## src/rtl/nanov_instr_loader_if.sv

```systemverilog
// Bundle of serial-input, CPU handshake and status signals for nanov_instr_loader.
// master = loader side, slave = CPU / serial source side.
interface nanov_instr_loader_if #(
   parameter int WORD_W = 32
);
   logic              si;
   logic              si_valid;
   logic              sync;
   logic [WORD_W-1:0] instr;
   logic              instr_valid;
   logic              instr_ready;
   logic              busy;
   logic              overrun;
   logic              parity_err;
   logic              err_clr;

   modport master (
      input  si, si_valid, sync, instr_ready, err_clr,
      output instr, instr_valid, busy, overrun, parity_err
   );

   modport slave (
      output si, si_valid, sync, instr_ready, err_clr,
      input  instr, instr_valid, busy, overrun, parity_err
   );
endinterface

```

## src/rtl/nanov_instr_loader.sv

```systemverilog
// Serial-to-parallel instruction loader: frames MSB-first bits into words, double-buffers
// them and hands them to the CPU over valid/ready. Optional odd parity via INSTR_PARITY_EN.
module nanov_instr_loader #(
   parameter int WORD_W = 32
) (
   input logic                  cpu_clk,
   input logic                  rst,
   nanov_instr_loader_if.master bus
);

`ifdef INSTR_PARITY_EN
   localparam int FRAME_LEN = WORD_W + 1;
   // The shift register keeps the full word; the parity bit is checked, not stored.
   localparam int SH_W      = WORD_W;
`else
   localparam int FRAME_LEN = WORD_W;
   // The final bit is taken straight from si, so only WORD_W-1 bits need storing.
   localparam int SH_W      = WORD_W - 1;
`endif

   localparam int              CNT_W    = $clog2(FRAME_LEN);
   localparam logic [CNT_W-1:0] CNT_LAST = CNT_W'(FRAME_LEN - 1);

   logic [SH_W-1:0]   shreg_reg, shreg_next;
   logic [SH_W-1:0]   shifted;
   logic [CNT_W-1:0]  cnt_reg, cnt_next;
   logic [WORD_W-1:0] instr_reg, instr_next;
   logic              valid_reg, valid_next;
   logic              busy_reg;
   logic              overrun_reg, overrun_next;
   logic              perr_reg, perr_next;

   logic [WORD_W-1:0] word_done;
   logic              frame_end;
   logic              par_ok;
   logic              holding_free;
   logic              load;
   logic              ovr_set;
   logic              perr_set;

   // One-bit left shift with si entering at the bottom.
   assign shifted[0] = bus.si;
   generate
      for (genvar gi = 1; gi < SH_W; gi++) begin : g_shift
         assign shifted[gi] = shreg_reg[gi-1];
      end
   endgenerate

   // A sync cycle restarts the frame, so it can never be a final bit (FRAME_LEN >= 2).
   assign frame_end = bus.si_valid && !bus.sync && (cnt_reg == CNT_LAST);

`ifdef INSTR_PARITY_EN
   logic par_reg, par_next;

   assign word_done = shreg_reg;
   assign par_ok    = par_reg ^ bus.si;

   always_comb begin
      par_next = par_reg;
      if (bus.sync)
         par_next = bus.si_valid & bus.si;
      else if (bus.si_valid)
         par_next = frame_end ? 1'b0 : (par_reg ^ bus.si);
   end

   always_ff @(posedge cpu_clk or posedge rst) begin
      if (rst)
         par_reg <= 1'b0;
      else
         par_reg <= par_next;
   end

   always_ff @(posedge cpu_clk or posedge rst) begin
      if (rst)
         perr_reg <= 1'b0;
      else
         perr_reg <= perr_next;
   end

   always_comb begin
      perr_next = perr_reg;
      if (perr_set)
         perr_next = 1'b1;
      else if (bus.err_clr)
         perr_next = 1'b0;
   end
`else
   assign word_done = {shreg_reg, bus.si};
   assign par_ok    = 1'b1;

   always_comb begin
      perr_next = 1'b0;
   end

   always_ff @(posedge cpu_clk or posedge rst) begin
      if (rst)
         perr_reg <= 1'b0;
      else
         perr_reg <= perr_next;
   end
`endif

   assign holding_free = !valid_reg || bus.instr_ready;
   assign load         = frame_end && par_ok && holding_free;
   assign ovr_set      = frame_end && par_ok && !holding_free;
   assign perr_set     = frame_end && !par_ok;

   always_comb begin
      shreg_next = shreg_reg;
      cnt_next   = cnt_reg;
      if (bus.sync) begin
         shreg_next = SH_W'(bus.si_valid & bus.si);
         cnt_next   = bus.si_valid ? CNT_W'(1) : '0;
      end else if (bus.si_valid) begin
`ifdef INSTR_PARITY_EN
         // The parity bit must not push data bits out of the register.
         if (!frame_end)
            shreg_next = shifted;
`else
         shreg_next = shifted;
`endif
         cnt_next = frame_end ? '0 : cnt_reg + CNT_W'(1);
      end
   end

   always_comb begin
      instr_next   = instr_reg;
      valid_next   = valid_reg;
      overrun_next = overrun_reg;
      if (load) begin
         instr_next = word_done;
         valid_next = 1'b1;
      end else if (valid_reg && bus.instr_ready) begin
         valid_next = 1'b0;
      end
      if (ovr_set)
         overrun_next = 1'b1;
      else if (bus.err_clr)
         overrun_next = 1'b0;
   end

   always_ff @(posedge cpu_clk or posedge rst) begin
      if (rst) begin
         shreg_reg   <= '0;
         cnt_reg     <= '0;
         instr_reg   <= '0;
         valid_reg   <= 1'b0;
         busy_reg    <= 1'b0;
         overrun_reg <= 1'b0;
      end else begin
         shreg_reg   <= shreg_next;
         cnt_reg     <= cnt_next;
         instr_reg   <= instr_next;
         valid_reg   <= valid_next;
         busy_reg    <= (cnt_next != '0);
         overrun_reg <= overrun_next;
      end
   end

   assign bus.instr       = instr_reg;
   assign bus.instr_valid = valid_reg;
   assign bus.busy        = busy_reg;
   assign bus.overrun     = overrun_reg;
   assign bus.parity_err  = perr_reg;

endmodule

```

## src/flat_wrapper.sv

```systemverilog
// flat-port wrapper written by rule: the top's interface ports become plain ports
module nanov_instr_loader_flat 
#(
   parameter int WORD_W = 32
)
  (cpu_clk, rst, bus_si, bus_si_valid, bus_sync, bus_instr_ready, bus_err_clr, bus_instr, bus_instr_valid, bus_busy, bus_overrun, bus_parity_err);
  nanov_instr_loader_if #(.WORD_W(WORD_W)) bus_i ();
  input logic cpu_clk;
  input logic rst;
  input wire logic [$bits(bus_i.si)-1:0] bus_si;
  input wire logic [$bits(bus_i.si_valid)-1:0] bus_si_valid;
  input wire logic [$bits(bus_i.sync)-1:0] bus_sync;
  input wire logic [$bits(bus_i.instr_ready)-1:0] bus_instr_ready;
  input wire logic [$bits(bus_i.err_clr)-1:0] bus_err_clr;
  output wire logic [$bits(bus_i.instr)-1:0] bus_instr;
  output wire logic [$bits(bus_i.instr_valid)-1:0] bus_instr_valid;
  output wire logic [$bits(bus_i.busy)-1:0] bus_busy;
  output wire logic [$bits(bus_i.overrun)-1:0] bus_overrun;
  output wire logic [$bits(bus_i.parity_err)-1:0] bus_parity_err;
  assign bus_i.si = bus_si;
  assign bus_i.si_valid = bus_si_valid;
  assign bus_i.sync = bus_sync;
  assign bus_i.instr_ready = bus_instr_ready;
  assign bus_i.err_clr = bus_err_clr;
  assign bus_instr = bus_i.instr;
  assign bus_instr_valid = bus_i.instr_valid;
  assign bus_busy = bus_i.busy;
  assign bus_overrun = bus_i.overrun;
  assign bus_parity_err = bus_i.parity_err;
  nanov_instr_loader #(.WORD_W(WORD_W)) u_core (.cpu_clk(cpu_clk), .rst(rst), .bus(bus_i));
endmodule
```

## config.mk

```make
export PLATFORM = sky130hd
export DESIGN_NAME = nanov_instr_loader_flat
export DESIGN_NICKNAME = d
export VERILOG_FILES = /design/src/rtl/nanov_instr_loader_if.sv /design/src/rtl/nanov_instr_loader.sv /design/src/flat_wrapper.sv
export SDC_FILE = /design/constraint.sdc
export NUM_CORES = 1
export LEC_CHECK = 0
export CAP_MARGIN = 20
export CORE_MARGIN = 3
export CORE_UTILIZATION = 50
export DETAILED_ROUTE_END_ITERATION = 10
export PLACE_DENSITY = 0.8
export SLEW_MARGIN = 20
export SYNTH_ARGS = -nofsm -noshare
export SYNTH_HDL_FRONTEND = slang
export SYNTH_SLANG_ARGS = --single-unit
```

## constraint.sdc

```tcl
create_clock -name cpu_clk -period 2.9 [get_ports cpu_clk]
set_input_delay 0.435 -clock cpu_clk [delete_from_list [all_inputs] [get_ports cpu_clk]]
set_output_delay 0.435 -clock cpu_clk [all_outputs]
set_load 0.02 [all_outputs]
```

==> results of run 1 <==
## worst max path at each step
stage / start / end / slack (ns) / cells after the start
6_report: u_core.cnt_reg[0] / u_core.bus.instr[30] / 0.67 / 5
5_1_grt: u_core.cnt_reg[0] / u_core.bus.instr[30] / 0.49 / 5
4_1_cts: u_core.cnt_reg[0] / u_core.bus.instr[30] / 0.64 / 5
3_5_place_dp: u_core.cnt_reg[0] / u_core.bus.instr[30] / 0.65 / 5
3_3_place_gp: bus_si_valid / u_core.bus.busy / 0.74 / 6
2_1_floorplan: rst / u_core.bus.busy / 0.67 / 1
## synthesized netlist by cell type (all sizes together)
library cell	instances	area, um2
o21ai	5	25.0
and3	2	17.5
nor4bb	1	10.0
buf	12	124
clkbuf	2	7.51
nand2	3	11.3
nand4	1	6.26
mux2i	31	310
nand2b	4	25.0
inv	2	7.51
ha	2	25.0
a211oi	1	7.51
a21oi	3	15.0
xor2	1	8.76
nor2b	2	20.0
conb	1	3.75
o21bai	1	7.51
or3b	1	8.76
o22ai	1	6.26
nor2	34	128
nand3b	1	7.51
mux2	32	473
dfrtp	71	1780
## metal layers
metal / routed length, um / part of all wire / vias to the layer above / global-route usage
li1: - / - / 802 / -
met1: 2400 / 0.47 / 853 / 0.215
met4: 43 / 0.0085 / 0 / 0.0585
met2: 2430 / 0.48 / 45 / 0.236
met3: 202 / 0.040 / 6 / 0.0533
met5: 0 / 0 / - / 0
## worst reg2reg max path, cell delays in order, from the launching register on
cell and delay (ns):
dfrtp_1 0.41, ha_1 0.21, and3_1 0.17, ha_1 0.29
and3_4 0.65, mux2_1 0.38
## stage by stage
step / utilization / std cells / hold slack [ns]
after global routing: 0.638 / 332 / 0.425
after global placement: 0.604 / 316 / 0.472
final: 0.638 / 332 / 0.404
after CTS: 0.638 / 332 / 0.405
after floorplan: - / 214 / 0.481
after detailed placement: 0.604 / 316 / 0.477
## power by group through the flow
stage | clock [mW] | sequential, mW | combinational [mW]
2_1_floorplan | 0 | 1.02 | 0.0625
4_1_cts | 0.783 | 1.00 | 0.0895
3_3_place_gp | 0 | 1.02 | 0.0875
3_5_place_dp | 0 | 1.02 | 0.0892
6_report | 0.766 | 1.00 | 0.0873
5_1_grt | 0.831 | 1.00 | 0.0979
## cell type report
cell class	instances	area (um2)	share of cell area
inverters	2	7.51	0.00207
multi-input cells	127	1120	0.308
repair buffers	44	440	0.122
flip-flops and latches	71	1780	0.491
clock inverters	4	45.0	0.0124
well taps	72	90.1	0.0249
clock buffers	12	145	0.0401
## cell families after synthesis
kind of cell    count (synthesis)  share of synthesized area
flops                          71                      0.586
xor+xnor                        1                    0.00289
other cells                     1                    0.00124
mux                            63                      0.258
fa+ha+maj                       2                    0.00825
compound gates                 11                     0.0202
simple gates                   49                     0.0772
buf+inv                        16                     0.0458
==> out/results.txt, run 1 <==
status -> finished clean
Final Worst Setup Slack -> 0.668 ns
VDD IR max -> 0.295 mV
Die Footprint -> 0.00703 mm2
Worst setup SP type -> flip-flop
relative slew slack -> 0.597
Clk pwr share -> 0.412
Critical Path, Cell by Cell -> ha_1 -> and3_1 -> ha_1 -> and3_4 -> mux2_1
reg-to-reg endpoint -> u_core.bus.instr[30]
H-tree levels -> 3
cell mode on critical path -> ha_1
wire length per cell -> 15.3 um
hpwl dp -> 3220 um
# rows -> 27
global-route wire length before repair -> 8870 um
largest net degree at the start of global routing -> 53
fin crit period -> 2.23 ns
Place WS -> 0.654 ns
initial antenna violation count -> 0
clk_lat worst skew -> 0.34 ns
PortBufs -> 41
type of the worst min-delay path -> input pin to asynchronous set/reset pin
placed instance area -> 0.00343 mm2
Critical Path RT -> 3.12 ns
max reg flops -> 32
total power -> 1.86 mW
grt ovf -> 0
vias post-DR -> 1706
reg2reg setup slack -> 0.67 ns
worst r2r src -> u_core.cnt_reg[0]
RSZ-0062 raised after global routing -> no
setup_tns -> 0 ns
Worst-path clk slew -> 0.07 ns
Lkg Pwr -> 1.76 nW
count of state elements after synthesis -> 71
deepest clock path buffer count -> 2
CTS resizes -> 0
Top-Level Pins -> 43
Filler Cells Inserted -> 465
Mean Syn Cell Area -> 14.2 um2
final hold vios -> 0
Syn Nets -> 223
Final Skew -> 0.00953 ns
Root Driver -> clkbuf_8
cts bufs inserted -> 9
Final setup viols -> 0
# Post-CTS Setup Buffers -> 0
initial core utilization -> 0.534
Tightest Pin Transition -> 0.604 ns
Slew Limit Fails -> 0
fin crit share -> 0.770
First DRT Iteration DRCs -> 120
top cell family by delay on the critical path -> simple AND/OR/NAND/NOR gates
most common cell after layout, fill and taps aside -> dfrtp_1
critical path fanouts, max -> 32
Seq pwr share -> 0.541
post-synthesis cell type count -> 31
Peak Freq -> 448 MHz
Syn. warnings -> 0
Final ANT Viol Nets -> 0
# diodes -> 0
cts hold-fix bufs -> 0
Crit. End Element -> flip-flop
vias in the first global route -> 1775
Int Power -> 1.45 mW
Clock Sinks -> 71
total core area -> 0.00568 mm2
Seq/Total Area, Yosys -> 0.586
vias per cell -> 5.14
Die Wd -> 83.9 um
Synth Instances -> 214
gp weighted congestion -> 0.723
DR pass1 iterations -> 4
R2R depth -> 5
nets@finish -> 264
Switch Pwr -> 0.410 mW
commonest non-fill, non-tap cells in the layout -> 71 x dfrtp_1, 40 x clkdlybuf4s50_1, 34 x nor2_1
# Max-Cap Violations -> 0
mapped cell area -> 0.00303 mm2
Die Height -> 83.9 um
CTS tree -> done
sw frac -> 0.221
GRT Overall Usage -> 0.158
CP max stage cell -> and3_4
residual DRC count -> 0
layout cells sized above 1 -> 0.196
Post-Route WL -> 5080 um
final instance area -> 0.00362 mm2
Crit Path Category -> flip-flop to flip-flop
worst path buffer plus inverter count -> 0
Worst path max stage delay -> 0.65 ns
combinational fraction of design power -> 0.047
area added between synthesis and finish -> 19.4%
worst path arrival time -> 2.45 ns
Pwr Density -> 513 mW/mm2
No activity file was read; power rests on OpenSTA's default activity.
==> inputs of run 2 (changes only) <==
--- a/config.mk
+++ b/config.mk
@@ -7,9 +7,9 @@
 export LEC_CHECK = 0
 export CAP_MARGIN = 20
 export CORE_MARGIN = 3
-export CORE_UTILIZATION = 50
+export CORE_UTILIZATION = 49
 export DETAILED_ROUTE_END_ITERATION = 10
-export PLACE_DENSITY = 0.8
+export PLACE_DENSITY = 0.82
 export SLEW_MARGIN = 20
 export SYNTH_ARGS = -nofsm -noshare
 export SYNTH_HDL_FRONTEND = slang
==> constraint.sdc (replaced) <==
create_clock -name cpu_clk -period 1.92 [get_ports cpu_clk]
set_input_delay 0.288 -clock cpu_clk [delete_from_list [all_inputs] [get_ports cpu_clk]]
set_output_delay 0.288 -clock cpu_clk [all_outputs]
set_load 0.02 [all_outputs]
==> run 2 against run 1 <==
Total power increased by 53%. Global-route usage rose by 0.47 points. Non-clock buffer count up 9. Clock power up 54%. Routed wire length up 5.3%. Critical path depth rose by 2. Worst setup slack got worse by 0.59 ns. Final cell count up 3.6%. Highest routed layer unchanged.
==> out/results.txt, run 2 (synthesis gave the netlist of run 1 again) <==
total power -> 2.84 mW (+53%)
Non-Filler Instances -> 344 (+3.6%)
most common cell after layout, fill and taps aside -> dfrtp_1
Worst path max stage delay -> 0.40 ns (-0.25 ns)
vias in the first global route -> 1856 (+4.6%)
Peak Freq -> 543 MHz (+21%)
gp weighted congestion -> 0.714 (-1.3%)
grt ovf -> 0 (unchanged)
fin crit share -> 0.958 (+0.189)
worst path buffer plus inverter count -> 0 (unchanged)
H-tree levels -> 3 (unchanged)
cell mode on critical path -> ha_2
max reg flops -> 32 (unchanged)
worst path arrival time -> 2.06 ns (-0.39 ns)
cts bufs inserted -> 9 (unchanged)
Root Driver -> clkbuf_8
Pwr Density -> 756 mW/mm2 (+47%)
Slew Limit Fails -> 0 (unchanged)
Lkg Pwr -> 1.80 nW (+2.5%)
Clock Sinks -> 71 (unchanged)
residual DRC count -> 0 (unchanged)
DR pass1 iterations -> 4 (unchanged)
wire length per cell -> 15.5 um (+1.6%)
worst r2r src -> u_core.cnt_reg[0]
global-route wire length before repair -> 9200 um (+3.8%)
initial core utilization -> 0.509 (-0.0251)
top cell family by delay on the critical path -> simple AND/OR/NAND/NOR gates
Worst setup SP type -> flip-flop
# Max-Cap Violations -> 0 (unchanged)
Filler Cells Inserted -> 471 (+1.3%)
Die Wd -> 84.7 um (+0.94%)
Final setup viols -> 0 (unchanged)
VDD IR max -> 0.450 mV (+52%)
Die Footprint -> 0.00717 mm2 (+1.9%)
deepest clock path buffer count -> 2 (unchanged)
final instance area -> 0.00376 mm2 (+3.8%)
layout cells sized above 1 -> 0.242 (+0.0455)
initial antenna violation count -> 0 (unchanged)
vias per cell -> 5.01 (-2.5%)
clk_lat worst skew -> 0.34 ns (about the same)
fin crit period -> 1.84 ns (-0.392 ns)
Crit Path Category -> flip-flop to flip-flop
relative slew slack -> 0.652 (+0.0545)
Tightest Pin Transition -> 0.521 ns (-0.0828 ns)
Final Worst Setup Slack -> 0.0798 ns (-0.588 ns)
# diodes -> 0 (unchanged)
CP startpoint -> u_core.cnt_reg[0]
critical path fanouts, max -> 3 (-91%)
Final Skew -> 0.00862 ns (-0.000913 ns)
First DRT Iteration DRCs -> 58 (-52%)
# rows -> 28 (+3.7%)
CTS tree -> done
min-delay src -> bus_si_valid
largest net degree at the start of global routing -> 29 (-45%)
placed insts -> 326 (+3.2%)
vias post-DR -> 1723 (+1.0%)
Die Height -> 84.7 um (+0.94%)
GRT Overall Usage -> 0.163 (+0.00468)
commonest non-fill, non-tap cells in the layout -> 71 x dfrtp_1, 40 x clkdlybuf4s50_1, 34 x nor2_1
total core area -> 0.00596 mm2 (+4.9%)
Final ANT Viol Nets -> 0 (unchanged)
Top-Level Pins -> 43 (unchanged)
hpwl dp -> 3530 um (+9.5%)
placed instance area -> 0.00353 mm2 (+2.8%)
Critical Path RT -> 2.14 ns (-0.98 ns)
Critical Path, Cell by Cell -> ha_2 -> and3_1 -> ha_2 -> nor2b_1 -> o21ai_0 -> a21oi_1 -> or3b_1
Worst-path clk slew -> 0.08 ns (about the same)
Post-Route WL -> 5350 um (+5.3%)
nets@finish -> 273 (+3.4%)
Crit. End Element -> flip-flop
area added between synthesis and finish -> 24.0%
PortBufs -> 41 (unchanged)
CP max stage cell -> dfrtp_1
type of the worst min-delay path -> input pin to flip-flop
status -> finished clean
Place WS -> 0.0586 ns (-0.596 ns)
final hold vios -> 0 (unchanged)
## run 2: changes by cell type in the layout (fill, tap and decap cells not counted), moves of 2 or more
cell / previous run / this run
clkbuf_1: 2 / 0
buf_12: 1 / 4
ha_2: 0 / 2
buf_4: 2 / 8
clkinvlp_4: 0 / 3
ha_1: 2 / 0
## run 2: cell type report
class | count | area (um2) | area share
clock inverter | 7 | 72.6 | 0.0193
clock buffer | 9 | 124 | 0.0329
timing repair buffer | 53 | 546 | 0.145
inverter | 2 | 11.3 | 0.00300
multi-input combinational | 127 | 1140 | 0.302
sequential | 71 | 1780 | 0.473
tap | 75 | 93.8 | 0.0250
## run 2: worst register-to-register path: cells and delay by family, from the launching register on
kind | cells | cell delay [ns]
AO/OA/AOI/OAI | 2 | 0.21
adder cells (fa/ha/maj) | 2 | 0.47
flip-flops | 1 | 0.40
AND/OR/NAND/NOR | 3 | 0.66
## run 2: worst paths after layout
check / endpoint / slack [ns] / cells after the start
worst max register to register: u_core.bus.busy / 0.08 / 7
worst max-delay path: u_core.bus.busy / 0.08 / 7
min in group asynchronous: u_core.bus.instr[27] / 0.33 / 2
worst min-delay path: u_core.cnt_reg[3] / 0.28 / 2
worst min register to register: u_core.bus.instr[30] / 0.49 / 1
max in group asynchronous: u_core.bus.instr[6] / 1.08 / 3
## run 2: per-layer routing
metal | vias to the layer above | track usage | wire length, um
li1 | 817 | - | -
met1 | 854 | 0.226 | 2450
met2 | 42 | 0.246 | 2600
met3 | 10 | 0.0343 | 188
met4 | 0 | 0.0748 | 104
met5 | - | 0 | 0
## run 2: power by group
part	leakage, nW	total [mW]	internal (mW)	switching, mW
clock	0.0956	1.18	0.601	0.574
sequential	0.985	1.51	1.51	0.00795
combinational	0.724	0.155	0.0665	0.0885
## run 2: what timing repair did
item,CTS,global route
hold buffers,0,0
endpoints found under the setup margin,0,1
buffers inserted,0,2
resized for setup,0,4
## run 2: metrics by stage
| stage | setup TNS, ns | hold WS [ns] | utilization |
|---|---|---|---|
| global placement | 0 | 0.471 | 0.592 |
| detailed placement | 0 | 0.477 | 0.592 |
| global route | -0.0669 | 0.301 | 0.631 |
| CTS | 0 | 0.271 | 0.625 |
| floorplan | 0 | 0.397 | - |
| finish | 0 | 0.284 | 0.631 |
==> inputs of run 3 (changes only) <==
--- a/config.mk
+++ b/config.mk
@@ -9,7 +9,8 @@
 export CORE_MARGIN = 3
 export CORE_UTILIZATION = 49
 export DETAILED_ROUTE_END_ITERATION = 10
-export PLACE_DENSITY = 0.82
+export GPL_TIMING_DRIVEN = 0
+export PLACE_DENSITY = 0.83
 export SLEW_MARGIN = 20
 export SYNTH_ARGS = -nofsm -noshare
 export SYNTH_HDL_FRONTEND = slang
==> run 3 against run 2 <==
Combinational power hardly changed. Final cell count is 1.5% higher. Register-to-register slack hardly changed. Global-route usage is 0.080 points lower. Non-clock buffer count is 7 higher. Total power is 5.8% lower. Flip-flop and latch count stayed put. Sequential power hardly changed. Fmax is 0.52% lower. Design area is 0.50% higher.
==> out/results.txt, run 3 (synthesis gave the netlist of run 1 again) <==
cts hold-fix bufs -> 0 (unchanged)
max reg flops -> 32 (unchanged)
vias post-DR -> 1786 (+3.7%)
largest net degree at the start of global routing -> 35 (+21%)
final hold vios -> 0 (unchanged)
clk_lat worst skew -> 0.34 ns (about the same)
R2R depth -> 7 (unchanged)
worst path arrival time -> 2.07 ns (about the same)
layout cells sized above 1 -> 0.234 (-0.00806)
initial core utilization -> 0.509 (unchanged)
Crit Path Category -> flip-flop to flip-flop
Slew Limit Fails -> 0 (unchanged)
hpwl dp -> 3670 um (+4.0%)
CTS tree -> done
setup_tns -> 0 ns (unchanged)
Die Wd -> 84.7 um (unchanged)
GRT Overall Usage -> 0.162 (-0.000803)
top cell family by delay on the critical path -> flip-flops
H-tree levels -> 3 (unchanged)
Final Worst Setup Slack -> 0.0701 ns (-0.00961 ns)
Worst setup SP type -> flip-flop
wire length per cell -> 15.1 um (-2.8%)
Worst-path clk slew -> 0.07 ns (about the same)
fin crit share -> 0.963 (+0.00501)
Die Footprint -> 0.00717 mm2 (unchanged)
Pwr Density -> 709 mW/mm2 (-6.3%)
most common cell after layout, fill and taps aside -> dfrtp_1
worst path buffer plus inverter count -> 2 (+2)
initial antenna violation count -> 0 (unchanged)
total core area -> 0.00596 mm2 (unchanged)
# rows -> 28 (unchanged)
Post-Route WL -> 5270 um (-1.4%)
Final ANT Viol Nets -> 0 (unchanged)
gp weighted congestion -> 0.711 (-0.38%)
Lkg Pwr -> 1.82 nW (+0.91%)
Final Skew -> 0.00907 ns (+0.000452 ns)
final instance area -> 0.00378 mm2 (+0.50%)
grt ovf -> 0 (unchanged)
Top-Level Pins -> 43 (unchanged)
VDD IR max -> 0.389 mV (-14%)
CP max stage cell -> dfrtp_1
Peak Freq -> 541 MHz (-0.52%)
Crit. End Element -> flip-flop
cts bufs inserted -> 9 (unchanged)
# diodes -> 0 (unchanged)
status -> finished clean
Clock Sinks -> 71 (unchanged)
total power -> 2.68 mW (-5.8%)
critical path fanouts, max -> 10 (+7)
PortBufs -> 40 (-2.4%)
area added between synthesis and finish -> 24.6%
vias per cell -> 5.12 (+2.2%)
Root Driver -> clkbuf_8
nets@finish -> 280 (+2.6%)
commonest non-fill, non-tap cells in the layout -> 71 x dfrtp_1, 40 x clkdlybuf4s50_1, 34 x nor2_1
Core Util, Final -> 0.634 (+0.00315)
Place WS -> -0.144 ns (-0.202 ns)
deepest clock path buffer count -> 2 (unchanged)
global-route wire length before repair -> 9060 um (-1.6%)
reg-to-reg endpoint -> u_core.bus.instr[0]
First DRT Iteration DRCs -> 54 (-6.9%)
type of the worst min-delay path -> input pin to asynchronous set/reset pin
Final setup viols -> 0 (unchanged)
Worst path max stage delay -> 0.38 ns (-0.02 ns)
DR pass1 iterations -> 4 (unchanged)
Non-Filler Instances -> 349 (+1.5%)
# Max-Cap Violations -> 0 (unchanged)
Critical Path, Cell by Cell -> ha_2 -> and3_1 -> ha_4 -> and3_4 -> buf_6 -> buf_12 -> mux2_4
Die Height -> 84.7 um (unchanged)
reg2reg setup slack -> 0.07 ns (about the same)
fin crit period -> 1.85 ns (+0.00961 ns)
residual DRC count -> 0 (unchanged)
Critical Path RT -> 2.14 ns (about the same)
placed instance area -> 0.00357 mm2 (+1.2%)
worst r2r src -> u_core.cnt_reg[1]
Min Hold Slack -> 0.251 ns (-0.0338 ns)
placed insts -> 331 (+1.5%)
vias in the first global route -> 1895 (+2.1%)
-- run 3: how the worst max path moves through the flow --
stage | depth (start not counted) | slack (ns) | start | to
floorplan | 7 | 0.04 | u_core.cnt_reg[0] | u_core.bus.instr[0]
global placement | 7 | -0.10 | u_core.cnt_reg[0] | u_core.bus.instr[8]
detailed placement | 7 | -0.14 | u_core.cnt_reg[0] | u_core.bus.instr[0]
CTS | 7 | 0.001 | u_core.cnt_reg[0] | u_core.bus.instr[0]
global route | 7 | -0.02 | u_core.cnt_reg[1] | u_core.bus.instr[0]
finish | 7 | 0.07 | u_core.cnt_reg[1] | u_core.bus.instr[0]
-- run 3: final cells by class --
| type | count | area [um2] |
|---|---|---|
| fill | 455 | 2180 |
| sequential | 71 | 1780 |
| multi-input combinational | 127 | 1130 |
| timing repair buffer | 46 | 470 |
| clock buffer | 13 | 159 |
| buffer | 14 | 131 |
| tap | 75 | 93.8 |
| inverter | 2 | 11.3 |
| clock inverter | 1 | 5.00 |
-- run 3: worst register-to-register path: stages (launching register included) --
cell and delay [ns]:
dfrtp_1 0.38, ha_2 0.20, and3_1 0.20, ha_4 0.17, and3_4 0.18, buf_6 0.14
buf_12 0.16, mux2_4 0.31
-- run 3: where the power goes --
group / internal (mW) / leakage [nW] / switching (mW)
Combinational: 0.0658 / 0.751 / 0.0868
Sequential: 1.51 / 0.985 / 0.00839
Clock: 0.524 / 0.0854 / 0.487
-- run 3: what timing repair did --
item,CTS,global route
buffers inserted,1,3
pin swaps,0,0
setup endpoints to repair,33,31
hold endpoints to repair,0,0
resized for setup,1,2
-- run 3: per-layer routing --
layer / wire length (um) / GRT usage
met2: 2550 / 0.249
met1: 2390 / 0.208
met3: 218 / 0.0451
met4: 120 / 0.0892
met5: 0 / 0
